<file path="src/rtl/rom_arb_pkg.sv">
// rtl/rom_arb_pkg.sv - shared types and constants for rom_arbiter
package rom_arb_pkg;

  typedef enum logic {
    PORT_IF = 1'b0,
    PORT_LS = 1'b1
  } port_e;

  localparam logic [31:0] NOP_INSN       = 32'h0000_0013;
  localparam int          ROM_AW_DEFAULT = 9;

  typedef struct packed {
    logic  valid;
    port_e port;
    logic  err;
  } issue_t;

  function automatic port_e other_port(input port_e p);
    return (p == PORT_IF) ? PORT_LS : PORT_IF;
  endfunction

endpackage

</file>
<file path="src/rtl/rom_arb_rsp_slot.sv">
// rtl/rom_arb_rsp_slot.sv - per-requester response hold slot and response mux
module rom_arb_rsp_slot
  import rom_arb_pkg::*;
(
  input  logic        clka,
  input  logic        rsta,
  input  logic        issue_hit,
  input  logic        issue_err,
  input  logic [31:0] rom_douta,
  input  logic        rready,
  output logic        rvalid,
  output logic [31:0] rdata,
  output logic        err,
  output logic        full
);

  logic        full_q;
  logic [31:0] hold_data;
  logic        hold_err;
  logic [31:0] fresh_data;

  // Error responses never expose ROM data.
  assign fresh_data = issue_err ? NOP_INSN : rom_douta;
  assign full       = full_q;

  always_ff @(posedge clka or posedge rsta) begin
    if (rsta) begin
      full_q    <= 1'b0;
      hold_data <= NOP_INSN;
      hold_err  <= 1'b0;
    end else if (full_q) begin
      if (rready) full_q <= 1'b0;
    end else if (issue_hit && !rready) begin
      full_q    <= 1'b1;
      hold_data <= fresh_data;
      hold_err  <= issue_err;
    end
  end

  always_comb begin
    rvalid = 1'b0;
    rdata  = NOP_INSN;
    err    = 1'b0;
    if (full_q) begin
      rvalid = 1'b1;
      rdata  = hold_data;
      err    = hold_err;
    end else if (issue_hit) begin
      rvalid = 1'b1;
      rdata  = fresh_data;
      err    = issue_err;
    end
  end

endmodule

</file>
<file path="src/rtl/rom_arbiter.sv">
// rtl/rom_arbiter.sv - IF/LS arbiter for the shared instruction ROM
// ROM_ARBITER_RR_EN selects round-robin ties; otherwise LS wins ties.
module rom_arbiter
  import rom_arb_pkg::*;
#(
  parameter int          ROM_AW   = ROM_AW_DEFAULT,
  parameter logic [31:0] ROM_BASE = 32'h0000_0000
) (
  input  logic              clka,
  input  logic              rsta,
  input  logic              if_req,
  input  logic [31:0]       if_addr,
  output logic              if_gnt,
  output logic              if_rvalid,
  output logic [31:0]       if_rdata,
  output logic              if_err,
  input  logic              if_rready,
  input  logic              ls_req,
  input  logic [31:0]       ls_addr,
  output logic              ls_gnt,
  output logic              ls_rvalid,
  output logic [31:0]       ls_rdata,
  output logic              ls_err,
  input  logic              ls_rready,
  output logic [ROM_AW-1:0] rom_addra,
  input  logic [31:0]       rom_douta
);

  issue_t      issue_q;
  logic        if_hit, ls_hit, if_full, ls_full;
  logic        if_elig, ls_elig, if_bad, ls_bad;
  logic [31:2] if_off, ls_off;
  port_e       tie_port;

  // The window base is word aligned, so offsets are computed on word bits only.
  assign if_off = if_addr[31:2] - ROM_BASE[31:2];
  assign ls_off = ls_addr[31:2] - ROM_BASE[31:2];
  assign if_bad = (|if_addr[1:0]) || (|if_off[31:ROM_AW+2]);
  assign ls_bad = (|ls_addr[1:0]) || (|ls_off[31:ROM_AW+2]);

  assign if_hit = issue_q.valid && (issue_q.port == PORT_IF);
  assign ls_hit = issue_q.valid && (issue_q.port == PORT_LS);

  assign if_elig = if_req && !if_full && !(if_hit && !if_rready);
  assign ls_elig = ls_req && !ls_full && !(ls_hit && !ls_rready);

`ifdef ROM_ARBITER_RR_EN
  port_e last_q;

  assign tie_port = other_port(last_q);

  always_ff @(posedge clka or posedge rsta) begin
    if (rsta)                 last_q <= PORT_LS;
    else if (if_gnt || ls_gnt) last_q <= ls_gnt ? PORT_LS : PORT_IF;
  end
`else
  assign tie_port = PORT_LS;
`endif

  assign if_gnt = !rsta && if_elig && (!ls_elig || tie_port == PORT_IF);
  assign ls_gnt = !rsta && ls_elig && (!if_elig || tie_port == PORT_LS);

  assign rom_addra = if_gnt ? if_off[ROM_AW+1:2] :
                     ls_gnt ? ls_off[ROM_AW+1:2] : '0;

  always_ff @(posedge clka or posedge rsta) begin
    if (rsta) begin
      issue_q <= '0;
    end else begin
      issue_q.valid <= if_gnt || ls_gnt;
      issue_q.port  <= ls_gnt ? PORT_LS : PORT_IF;
      issue_q.err   <= ls_gnt ? ls_bad : if_bad;
    end
  end

  rom_arb_rsp_slot u_if_slot (
    .clka      (clka),
    .rsta      (rsta),
    .issue_hit (if_hit),
    .issue_err (issue_q.err),
    .rom_douta (rom_douta),
    .rready    (if_rready),
    .rvalid    (if_rvalid),
    .rdata     (if_rdata),
    .err       (if_err),
    .full      (if_full)
  );

  rom_arb_rsp_slot u_ls_slot (
    .clka      (clka),
    .rsta      (rsta),
    .issue_hit (ls_hit),
    .issue_err (issue_q.err),
    .rom_douta (rom_douta),
    .rready    (ls_rready),
    .rvalid    (ls_rvalid),
    .rdata     (ls_rdata),
    .err       (ls_err),
    .full      (ls_full)
  );

endmodule

</file>
<file path="config.mk">
export PLATFORM = sky130hd
export DESIGN_NAME = rom_arbiter
export DESIGN_NICKNAME = d
export VERILOG_FILES = /design/src/rtl/rom_arb_pkg.sv /design/src/rtl/rom_arb_rsp_slot.sv /design/src/rtl/rom_arbiter.sv
export SDC_FILE = /design/constraint.sdc
export NUM_CORES = 1
export LEC_CHECK = 0
export ABC_AREA = 1
export ABC_CLOCK_PERIOD_IN_PS = 6400
export CAP_MARGIN = 15
export CORE_MARGIN = 4
export CORE_UTILIZATION = 25
export CTS_CLUSTER_SIZE = 20
export DETAILED_ROUTE_END_ITERATION = 10
export MAX_ROUTING_LAYER = met4
export PLACE_DENSITY_LB_ADDON = 0.12
export SLEW_MARGIN = 0
export SYNTH_ARGS = -nofsm -noshare
export SYNTH_HDL_FRONTEND = slang
export SYNTH_SLANG_ARGS = --single-unit
</file>
<file path="constraint.sdc">
create_clock -name clka -period 6.4 [get_ports clka]
set_clock_uncertainty 0.15 [all_clocks]
set_input_delay 1.28 -clock clka [delete_from_list [all_inputs] [get_ports clka]]
set_output_delay 1.28 -clock clka [all_outputs]
set_load 0.01 [all_outputs]
</file>
==> After elaboration in Yosys (flattened, before gate mapping) <==
Index checks and enable logic that the tools add are counted.
{ "word_totals": {"register_bits": 71, "wordCells": 63, "in_bits": 102, "out_inout_bits": 79} }
{ "op_classes": {"muxes": 23, "reduce_logical": 28, "bitwise_logic": 3} }
{ "op_table": {"columns": ["cell", "count"], "rows": [
  ["32-bit two-way mux", 5],
  ["21-bit OR reduction", 2],
  ["9-bit two-way mux", 2],
  ["1-bit two-way mux", 16],
  ["1-bit logical AND", 11],
  ["1-bit logical NOT", 8],
  ["2-bit AND reduction", 2],
  ["2-bit OR reduction", 2],
  ["1-bit logical OR", 3],
  ["1-bit NOT", 3]
]} }

==> Logic depth before layout (Yosys ltp) <==
Gate-level depths: netlist of run 1.
{ "depth": {"ltp_word": 8, "depth_mapped": 7} }

==> Cells and area by module <==
From an unflattened synthesis of run 1, not the netlist that was laid out.
{ "unflattened": {"hier_cells": 744, "area_unflattened_um2": 4668.2} }
{ "by_module_without_submodules": {"columns": ["mod", "area_per_inst_um2", "instances", "cells_each", "seq_area_each_um2"], "rows": [
  ["rom_arb_rsp_slot", 2090.8, 2, 324, 854.6],
  ["rom_arbiter", 486.7, 1, 96, 75.1]
]} }

==> Worst setup path before layout of run 1 <==
Ideal clock, no wire load.
{ "synth_timing": {"kind": "input-to-output", "startpoint": "in ls_rready", "endpoint": "out rom_addra[0]", "path_stages": 7, "setup_slack_ns": 3.102, "n_path_buf": 0, "t_arrival_ns": 1.868, "path_cell_list": "inv_1 nand3_2 nand2_2 nand3_2 clkinv_2 nand2_1 nand2_1"} }
{ "synth_via": {"elab_chain_len": 7, "word_cells_on_any_way": 9, "cone_classes": "mux (2); reduce/logical (7)"} }
{ "synth_lines": {"columns": ["element", "line", "text"], "rows": [
  ["start, declared", "rom_arbiter.sv:24", "input logic ls_rready,"],
  ["1-bit logical NOT", "rom_arbiter.sv:45", "assign ls_elig = ls_req && !ls_full && !(ls_hit && !ls_rready);"],
  ["1-bit logical AND", "rom_arbiter.sv:45", null],
  ["1-bit logical NOT", "rom_arbiter.sv:45", null],
  ["1-bit logical AND", "rom_arbiter.sv:45", null],
  ["1-bit logical NOT", "rom_arbiter.sv:60", "assign if_gnt = !rsta && if_elig && (!ls_elig || tie_port == PORT_IF);"],
  ["1-bit logical AND", "rom_arbiter.sv:60", null],
  ["via if_gnt", "rom_arbiter.sv:13", "output logic if_gnt,"],
  ["9-bit two-way mux", "rom_arbiter.sv:63", "assign rom_addra = if_gnt ? if_off[ROM_AW+1:2] :"],
  ["end, declared", "rom_arbiter.sv:25", "output logic [ROM_AW-1:0] rom_addra,"]
]} }
The timed path passes the listed nets, and every way through them passes these cells.

==> Worst setup path after layout of run 1 <==
{ "layout_timing": {"startpoint": "in ls_rready", "endpoint": "out rom_addra[3]"} }
{ "layout_via": {"elab_chain_len": 7, "word_cells_on_any_way": 9, "cone_classes": "mux (2); reduce/logical (7)"} }
{ "layout_lines": {"columns": ["element", "line"], "rows": [
  ["1-bit logical NOT (*)", "rom_arbiter.sv:45"],
  ["1-bit logical AND (*)", "rom_arbiter.sv:45"],
  ["1-bit logical NOT (*)", "rom_arbiter.sv:45"],
  ["1-bit logical AND (*)", "rom_arbiter.sv:45"],
  ["1-bit logical AND / 1-bit logical NOT (equally long branches)", "rom_arbiter.sv:61, rom_arbiter.sv:60"],
  ["9-bit two-way mux / 1-bit logical AND (equally long branches)", "rom_arbiter.sv:64, rom_arbiter.sv:60"],
  ["9-bit two-way mux (*)", "rom_arbiter.sv:63"]
]} }
Every way passes the cells marked *; elsewhere a longest branch is shown, timed or not.

==> results of run 1 <==
## flip-flops by register name (all words and copies together) (netlist names)
register,cells
issue_q,3
u_ls_slot.hold_data,32
u_if_slot.hold_err,1
u_if_slot.full,1
u_ls_slot.hold_err,1
u_ls_slot.full,1
u_if_slot.hold_data,32
## worst max path at each step
stage | from | endpoint | slack, ns | cells past startpoint
CTS | ls_rready | rom_addra[3] | 1.60 | 8
global placement | ls_rready | rom_addra[1] | 1.63 | 8
floorplan | ls_rready | rom_addra[0] | 3.10 | 7
finish | ls_rready | rom_addra[3] | 1.62 | 8
global route | ls_rready | rom_addra[5] | 1.43 | 8
detailed placement | ls_rready | rom_addra[7] | 1.60 | 8
## worst register-to-register path: stages (launching register included)
cell and delay, ns:
dfrtp_1 1.06, nor2_4 0.23, inv_2 0.52, o21ai_0 0.18
## stage by stage
| step | setup slack [ns] | hold WS (ns) | cells | util (%) | power (W) |
|---|---|---|---|---|---|
| final | 1.62 | 0.336 | 913 | 40.0 | 0.00137 |
| after global routing | 1.43 | 0.360 | 913 | 40.0 | 0.00145 |
| after CTS | 1.60 | 0.338 | 913 | 40.0 | 0.00138 |
| after detailed placement | 1.60 | 0.323 | 897 | 37.9 | 0.000862 |
| after global placement | 1.63 | 0.316 | 897 | 37.9 | 0.000857 |
| after floorplan | 3.10 | 0.303 | 531 | - | 0.000716 |
## routing by layer
layer	track usage, %	vias to the layer above	part of all wire (%)
li1	-	2011	-
met1	18.3	1792	45
met2	24.6	151	46
met3	4.72	14	7.5
met4	4.74	0	1.7
met5	-	-	0
## cell families (layout without fill, tap and decap cells)
group / Yosys count / count (layout)
AO/OA/AOI/OAI: 134 / 134
buffers and inverters: 87 / 258
flip-flops: 71 / 71
AND/OR/NAND/NOR: 239 / 239
## placed cells by master (no fill, tap or decap), types with 2 or more instances in the layout
cell type,count
clkdlybuf4s50_1,180
nand2_1,174
o21ai_0,78
dfrtp_1,65
nor2_1,53
inv_1,52
o21ai_2,20
o21ai_1,14
o22ai_1,14
clkbuf_16,9
a21oi_1,8
inv_2,6
dfstp_2,6
nor2_4,5
clkinv_2,4
nand3_1,3
nand3_2,2
clkbuf_8,2
buf_4,2
## final cells by class
class / count / area [sq um] / share of cell area, %
Timing Repair Buffer: 182 / 1820 / 29.7
Sequential cell: 71 / 1780 / 29.1
Multi-Input combinational cell: 373 / 1720 / 28.1
Tap cell: 211 / 264 / 4.31
Clock buffer: 11 / 253 / 4.13
Inverter: 60 / 228 / 3.72
Clock inverter: 5 / 56.3 / 0.920
## power breakdown
part	internal (W)	switching, W
sequential	0.000530	0.0000369
combinational	0.000142	0.000142
clock	0.000322	0.000197
total	0.000994	0.000376
==> out/results.ini, run 1 <==
[status]
status=finished, final reports clean

[critical_path]
reg2reg_depth=3
worstPathCellList=clkdlybuf4s50_1 > inv_1 > nand3_2 > nand2_2 > nor2_4 > nand2_1 > nand2_1 > clkdlybuf4s50_1
worstSetupEndpointType=output pin
cp_slowest_cell=clkdlybuf4s50_1
path_class=in -> out
cp_slowest_stage_delay_ns=0.82
path_max_fanout=15
timing.rr.start=u_ls_slot.full
setup.worst_path.start_class=input port
required_ns=4.97
regToRegSetupSlack_ns=4.12
crit_family=buffers and inverters
critPathBufInv=3
reg2reg_to=u_ls_slot.hold_data[13]
crit_arrival_ns=3.35

[synth]
synthTopCellsByArea=dfrtp_1 41%, nand2_1 17%, o21ai_0 9.9%, inv_1 5.1%, nor2_1 5.1%
synth_area_leader_cell=dfrtp_1
yosysUniqueCellTypes=21
yosys_register_bits=71
synth.top_cells.by_count=174 x nand2_1, 78 x o21ai_0, 65 x dfrtp_1
syn_area_sq_um=3930
synth-edff-count=0
synth.most_common_cell=nand2_1
synthArstFlopShare_pct=100
synth_nets=633
synth_top_family_by_area=simple AND/OR/NAND/NOR gates
synthCells=531
synthFlopType=dfrtp_1
synth-compound-area-share_pct=19.4
synth_xor_area_share_pct=0
ys.warnings.count=0
postSynthAreaPerCell_sq_um=7.39
synth_adder_area_share_pct=0
seq_area_frac_synth_pct=45.5
muxShareOfSynthArea_pct=0
synth_top_area_share_pct=41.4
yosys.area_share.simple_pct=24.4

[clock_tree]
cts_inserted_buffers=9
clk_pin_slew_ns=0.06
cts_tree=built
cts_root_buf=clkbuf_16
hold_buffers=0
cts.path.max_buffers=2
cts_setup_buffers=0
cts_resized=0
h-tree-depth=3
worstSkewPairLatency_ns=0.33
cts.sinks=71

[die]
ios=181
die_w_microns=133
initial_core_util_pct=25.6
die_h_microns=133
rows=45
core_area_sq_um=15300
dieArea_sq_um=17800

[global_route]
grt_pass1_wl_mm=21.1
overflow=0
grt_max_degree=72
antenna_found_initial=0
grt_pass1_vias=4118
track_usage_pct=15.2

[hold_path]
hold_path_class=reg -> reg
hold_path_startpoint=u_ls_slot.hold_data[16]
hold_path_depth=2
holdPathEnd=u_ls_slot.hold_data[16]

[finish]
antennaDiodeCount=0
syn2layout_area_growth_pct=55.9
fill_cells=1631
drive_above_1_share_pct=8.69
fin_nets=799
design_area_sq_um=6120

[sta]
drv_slew=0
fin_crit_sh_pct=74.7
tns_ns=0
slew_headroom_pct=26.8
period_needed_ns=4.78
hold_viol_final=0
setup_viol=0
rsz0062_at_grt=false
max_freq_ghz=0.209
tightest_slew_ns=1.10

[drt]
ant_nets=0
drt-total-wl_mm=13.1
drt-wirelength-per-cell_microns=14.3
drt_first_iter_violations=248
vias_per_cell=4.35
drcViolationCount=0
via_count=3968
drtPass1Iterations=4

[run]
cap_violations=0

[placed_design]
globalplace.congestion=0.830
hpwl_mm=9.48
io_buffers=180
place_area_sq_um=5810

[power]
vdd_ir_drop_max_mv=0.123
cellLeakagePower_nw=2.53
power_density_nw_per_um2=224

Power figures use the tool's default switching activity.
==> inputs of run 2 (changes only) <==
--- a/config.mk
+++ b/config.mk
@@ -6,7 +6,7 @@
 export NUM_CORES = 1
 export LEC_CHECK = 0
 export ABC_AREA = 1
-export ABC_CLOCK_PERIOD_IN_PS = 6400
+export ABC_CLOCK_PERIOD_IN_PS = 3880
 export CAP_MARGIN = 15
 export CORE_MARGIN = 4
 export CORE_UTILIZATION = 25
==> constraint.sdc (replaced) <==
create_clock -name clka -period 3.88 [get_ports clka]
set_clock_uncertainty 0.15 [all_clocks]
set_input_delay 0.776 -clock clka [delete_from_list [all_inputs] [get_ports clka]]
set_output_delay 0.776 -clock clka [all_outputs]
set_load 0.01 [all_outputs]
==> out/results.ini, run 2 (synthesized netlist as in run 1, its figures left out) <==
[placed_design]
globalplace.congestion=0.798  ; was 0.830
hpwl_mm=9.76  ; was 9.48 mm
io_buffers=180  ; unchanged
pre_cts_ws_ns=0.454  ; was 1.60 ns

[die]
die_w_microns=133  ; unchanged
core_area_sq_um=15300  ; unchanged
dieArea_sq_um=17800  ; unchanged
die_h_microns=133  ; unchanged
rows=45  ; unchanged
ios=181  ; unchanged
initial_core_util_pct=25.6  ; unchanged

[drt]
drt_first_iter_violations=232  ; was 248
drtPass1Iterations=4  ; unchanged
vias_per_cell=4.39  ; was 4.35
via_count=4041  ; was 3968
ant_nets=0  ; unchanged
drcViolationCount=0  ; unchanged
drt-wirelength-per-cell_microns=14.5  ; was 14.3 microns
drt-total-wl_mm=13.3  ; was 13.1 mm

[finish]
syn2layout_area_growth_pct=58.6  ; was 55.9%
final_common_cell=clkdlybuf4s50_1  ; unchanged
top_regs=u_if_slot.hold_data: 32 flops, u_ls_slot.hold_data: 32 flops, issue_q: 3 flops  ; unchanged
fin_nets=806  ; was 799
drive_above_1_share_pct=9.59  ; was 8.69%
antennaDiodeCount=0  ; unchanged
layout_common_cells=180 x clkdlybuf4s50_1, 174 x nand2_1, 78 x o21ai_0  ; unchanged

[critical_path]
reg2reg_to=u_ls_slot.hold_data[5]  ; was u_ls_slot.hold_data[13]
critPathCapture=rom_addra[2]  ; was rom_addra[3]
cp_slowest_cell=clkdlybuf4s50_1  ; unchanged
path_class=in -> out  ; unchanged
cp_slowest_stage_delay_ns=0.53  ; was 0.82 ns
timing.rr.start=u_ls_slot.full  ; unchanged
reg2reg_depth=4  ; was 3
crit_arrival_ns=2.46  ; was 3.35 ns
path_max_fanout=13  ; was 15
crit_start=ls_rready  ; unchanged
worstPathCellList=clkdlybuf4s50_1 > inv_1 > nand3_2 > nand2_2 > nor2_4 > nand2_1 > nand2_1 > clkdlybuf4s50_1  ; unchanged
setup.worst_path.start_class=input port  ; unchanged
worstSetupEndpointType=output pin  ; unchanged
regToRegSetupSlack_ns=2.07  ; was 4.12 ns
crit_family=buffers and inverters  ; unchanged
critPathBufInv=3  ; unchanged
required_ns=2.95  ; was 4.97 ns
path_depth=8  ; unchanged

[clock_tree]
cts.path.max_buffers=2  ; unchanged
clk_pin_slew_ns=0.06  ; about the same
hold_buffers=0  ; unchanged
h-tree-depth=3  ; unchanged
worstSkewPairLatency_ns=0.32  ; was 0.33 ns
cts_root_buf=clkbuf_16  ; unchanged
cts.sinks=71  ; unchanged
cts_inserted_buffers=9  ; unchanged
cts_resized=0  ; unchanged
cts_setup_buffers=0  ; unchanged
cts_tree=built  ; unchanged

[power]
cellLeakagePower_nw=2.59  ; was 2.53 nW
p_total_w=0.00237  ; was 0.00137 W
vdd_ir_drop_max_mv=0.203  ; was 0.123 mV
power_density_nw_per_um2=381  ; was 224 nW/um^2

[sta]
hold_viol_final=0  ; unchanged
setup_viol=0  ; unchanged
tightest_slew_ns=0.646  ; was 1.10 ns
fin_crit_sh_pct=87.4
tns_ns=0  ; unchanged
drv_slew=0  ; unchanged
fin_ws_ns=0.490  ; was 1.62 ns
slew_headroom_pct=56.9  ; was 26.8%
rsz0062_at_grt=false  ; unchanged
max_freq_ghz=0.295
period_needed_ns=3.39

[global_route]
grt_pass1_vias=4041  ; was 4118
grt_pass1_wl_mm=21.1  ; about the same
overflow=0  ; unchanged
grt_max_degree=72  ; unchanged
track_usage_pct=15.3  ; was 15.2%
antenna_found_initial=0  ; unchanged

[status]
status=finished, final reports clean  ; unchanged

[hold_path]
hold_path_class=reg -> reg  ; unchanged
hold_path_depth=2  ; unchanged

[run]
cap_violations=0  ; unchanged

==> run 2: final cells by class <==
class	instances	area [sq um]
Fill cell	1596	9090
Timing Repair Buffer	189	1880
Sequential cell	71	1780
Multi-Input combinational cell	373	1720
Tap cell	211	264
Clock buffer	10	239
Inverter	60	228
Clock inverter	6	108
==> run 2: where the power goes <==
group | switching, W | internal, W | total (W)
sequential | 0.0000533 | 0.000874 | 0.000928
clock | 0.000314 | 0.000643 | 0.000957
combinational | 0.000244 | 0.000241 | 0.000485
total | 0.000611 | 0.00176 | 0.00237
==> run 2: stage by stage <==
stage,hold WS (ns),cells,util [%],area (sq um)
floorplan,0.303,531,-,3930
global placement,0.317,904,38.4,5880
detailed placement,0.323,904,38.4,5880
CTS,0.337,920,40.6,6220
global route,0.350,920,40.6,6220
finish,0.332,920,40.6,6220
==> run 2: worst min-delay path by stage <==
stage                                  from                       to  slack, ns
finish              u_if_slot.hold_data[27]  u_if_slot.hold_data[27]       0.33
global route         u_ls_slot.hold_data[6]   u_ls_slot.hold_data[6]       0.35
CTS                 u_if_slot.hold_data[20]  u_if_slot.hold_data[20]       0.34
detailed placement  u_if_slot.hold_data[20]  u_if_slot.hold_data[20]       0.32
floorplan           u_if_slot.hold_data[10]  u_if_slot.hold_data[10]       0.30
global placement     u_ls_slot.hold_data[9]   u_ls_slot.hold_data[9]       0.32
==> run 2: tightest hold or removal path, stage by stage (launching register included) <==
cell	delay (ns)
dfrtp_1	0.34
nand2_1	0.05
o21ai_0	0.05
==> run 2: per-layer routing <==
| metal | wire, microns | GRT usage [%] | vias to the layer above |
|---|---|---|---|
| met4 | 201 | 4.63 | 0 |
| li1 | - | - | 2033 |
| met2 | 6280 | 24.9 | 164 |
| met1 | 5760 | 18.5 | 1831 |
| met5 | 0 | - | - |
| met3 | 1050 | 4.12 | 13 |
==> inputs of run 3 (changes only) <==
--- a/config.mk
+++ b/config.mk
@@ -10,6 +10,7 @@
 export CAP_MARGIN = 15
 export CORE_MARGIN = 4
 export CORE_UTILIZATION = 25
+export CTS_BUF_LIST = sky130_fd_sc_hd__clkbuf_4 sky130_fd_sc_hd__clkbuf_8
 export CTS_CLUSTER_SIZE = 20
 export DETAILED_ROUTE_END_ITERATION = 10
 export MAX_ROUTING_LAYER = met4
==> out/results.ini, run 3 (synthesized netlist as in run 1, its figures left out) <==
[global_route]
grt_max_degree=72  ; unchanged
grt_pass1_wl_mm=21.1  ; about the same
grt_pass1_vias=4048  ; was 4041
track_usage_pct=15.4  ; was 15.3%
overflow=0  ; unchanged
antenna_found_initial=0  ; unchanged

[die]
rows=45  ; unchanged
die_w_microns=133  ; unchanged
die_h_microns=133  ; unchanged
initial_core_util_pct=25.6  ; unchanged
ios=181  ; unchanged
core_area_sq_um=15300  ; unchanged
dieArea_sq_um=17800  ; unchanged

[clock_tree]
h-tree-depth=3  ; unchanged
cts.sinks=71  ; unchanged
cts_resized=0  ; unchanged
cts_root_buf=clkbuf_8  ; was clkbuf_16
cts_tree=built  ; unchanged
cts_inserted_buffers=9  ; unchanged
hold_buffers=0  ; unchanged
cts_setup_buffers=0  ; unchanged
cts.path.max_buffers=2  ; unchanged
worstSkewPairLatency_ns=0.34  ; was 0.32 ns
clk_pin_slew_ns=0.08  ; was 0.06 ns

[critical_path]
path_max_fanout=13  ; unchanged
required_ns=2.95  ; about the same
path_class=in -> out  ; unchanged
timing.rr.start=issue_q[2]  ; was u_ls_slot.full
crit_arrival_ns=2.46  ; about the same
cp_slowest_cell=clkdlybuf4s50_1  ; unchanged
crit_start=ls_rready  ; unchanged
worstSetupEndpointType=output pin  ; unchanged
cp_slowest_stage_delay_ns=0.53  ; about the same
setup.worst_path.start_class=input port  ; unchanged
worstPathCellList=clkdlybuf4s50_1 > inv_1 > nand3_2 > nand2_2 > nor2_4 > nand2_1 > nand2_1 > clkdlybuf4s50_1  ; unchanged

[drt]
vias_per_cell=4.39  ; about the same
drt-total-wl_mm=13.3  ; about the same
drt-wirelength-per-cell_microns=14.5  ; about the same
drtPass1Iterations=5  ; was 4
via_count=4043  ; was 4041
ant_nets=0  ; unchanged
drcViolationCount=0  ; unchanged
drt_first_iter_violations=271  ; was 232

[power]
p_total_w=0.00214  ; was 0.00237 W
vdd_ir_drop_max_mv=0.138  ; was 0.203 mV
p_clk_share_pct=34.2  ; was 40.4%
sequentialPowerShare_pct=43.2  ; was 39.1%
p_comb_share_pct=22.6  ; was 20.5%
sw_frac_of_total_pct=27.4  ; was 25.8%
internal_power_w=0.00156  ; was 0.00176 W
power_density_nw_per_um2=350  ; was 381 nW/um^2
cellLeakagePower_nw=2.54  ; was 2.59 nW
p_sw_w=0.000587  ; was 0.000611 W

[finish]
top_regs=u_if_slot.hold_data: 32 flops, u_ls_slot.hold_data: 32 flops, issue_q: 3 flops  ; unchanged
final_common_cell=clkdlybuf4s50_1  ; unchanged
fin_nets=806  ; unchanged
layout_common_cells=180 x clkdlybuf4s50_1, 174 x nand2_1, 78 x o21ai_0  ; unchanged
drive_above_1_share_pct=9.59  ; unchanged
syn2layout_area_growth_pct=56.0  ; was 58.6%
antennaDiodeCount=0  ; unchanged

[sta]
tns_ns=0  ; unchanged
fin_hold_ws_ns=0.339  ; was 0.332 ns
rsz0062_at_grt=false  ; unchanged
hold_viol_final=0  ; unchanged
drv_slew=0  ; unchanged
max_freq_ghz=0.295  ; about the same
period_needed_ns=3.39  ; about the same
fin_crit_sh_pct=87.4  ; about the same
slew_headroom_pct=56.1  ; was 56.9%
tightest_slew_ns=0.658  ; was 0.646 ns
setup_viol=0  ; unchanged

[placed_design]
hpwl_mm=9.76  ; unchanged
globalplace.congestion=0.798  ; unchanged
io_buffers=180  ; unchanged

[run]
cap_violations=0  ; unchanged

[hold_path]
hold_path_class=reg -> reg  ; unchanged
hold_path_startpoint=u_ls_slot.hold_data[16]  ; was u_if_slot.hold_data[27]

[status]
status=finished, final reports clean  ; unchanged

run 3: cell counts in the layout (fill, tap and decap cells not counted):
No cell type changed its count.
run 3: stage by stage:
step                utilization [%]  std cells  instance area [sq um]  setup slack [ns]
finish                         40.0        920                   6120             0.490
global route                   40.0        920                   6120             0.336
CTS                            40.0        920                   6120             0.442
detailed placement             38.4        904                   5880             0.454
global placement               38.4        904                   5880             0.466
floorplan                         -        531                   3930              1.17
run 3: per-layer routing:
metal	wire length (microns)	global-route usage, %	vias to the layer above
met5	0	-	-
met2	6290	24.8	157
met3	1030	4.23	13
met4	219	4.97	0
li1	-	-	2033
met1	5770	18.7	1840
run 3: critical path, delay by kind of cell:
family / cells / cell delay [ns]
buf+inv: 3 / 1.09
simple gates: 5 / 0.58
run 3: final cells by class:
cell class / instances / area, sq um
Fill cell: 1606 / 9190
Tap cell: 211 / 264
Clock buffer: 10 / 138
Sequential cell: 71 / 1780
Inverter: 60 / 228
Timing Repair Buffer: 189 / 1880
Clock inverter: 6 / 108
Multi-Input combinational cell: 373 / 1720
run 3: worst paths after layout:
kind	end	slack, ns	depth (start not counted)
setup / recovery	rom_addra[2]	0.49	8
hold / removal	u_ls_slot.hold_data[16]	0.34	2
setup reg to reg	u_ls_slot.hold_data[3]	2.10	5
hold reg to reg	u_ls_slot.hold_data[16]	0.34	2
max in group asynchronous	u_ls_slot.hold_data[0]	2.40	3
min in group asynchronous	u_ls_slot.hold_data[5]	0.78	3
run 3: power groups by stage:
stage          logic, W  registers (W)  clock network [W]
2_1_floorplan  0.000255       0.000926                  0
3_3_place_gp   0.000489       0.000935                  0
3_5_place_dp   0.000494       0.000939                  0
4_1_cts        0.000496       0.000926           0.000758
5_1_grt        0.000545       0.000940           0.000788
6_report       0.000485       0.000926           0.000732
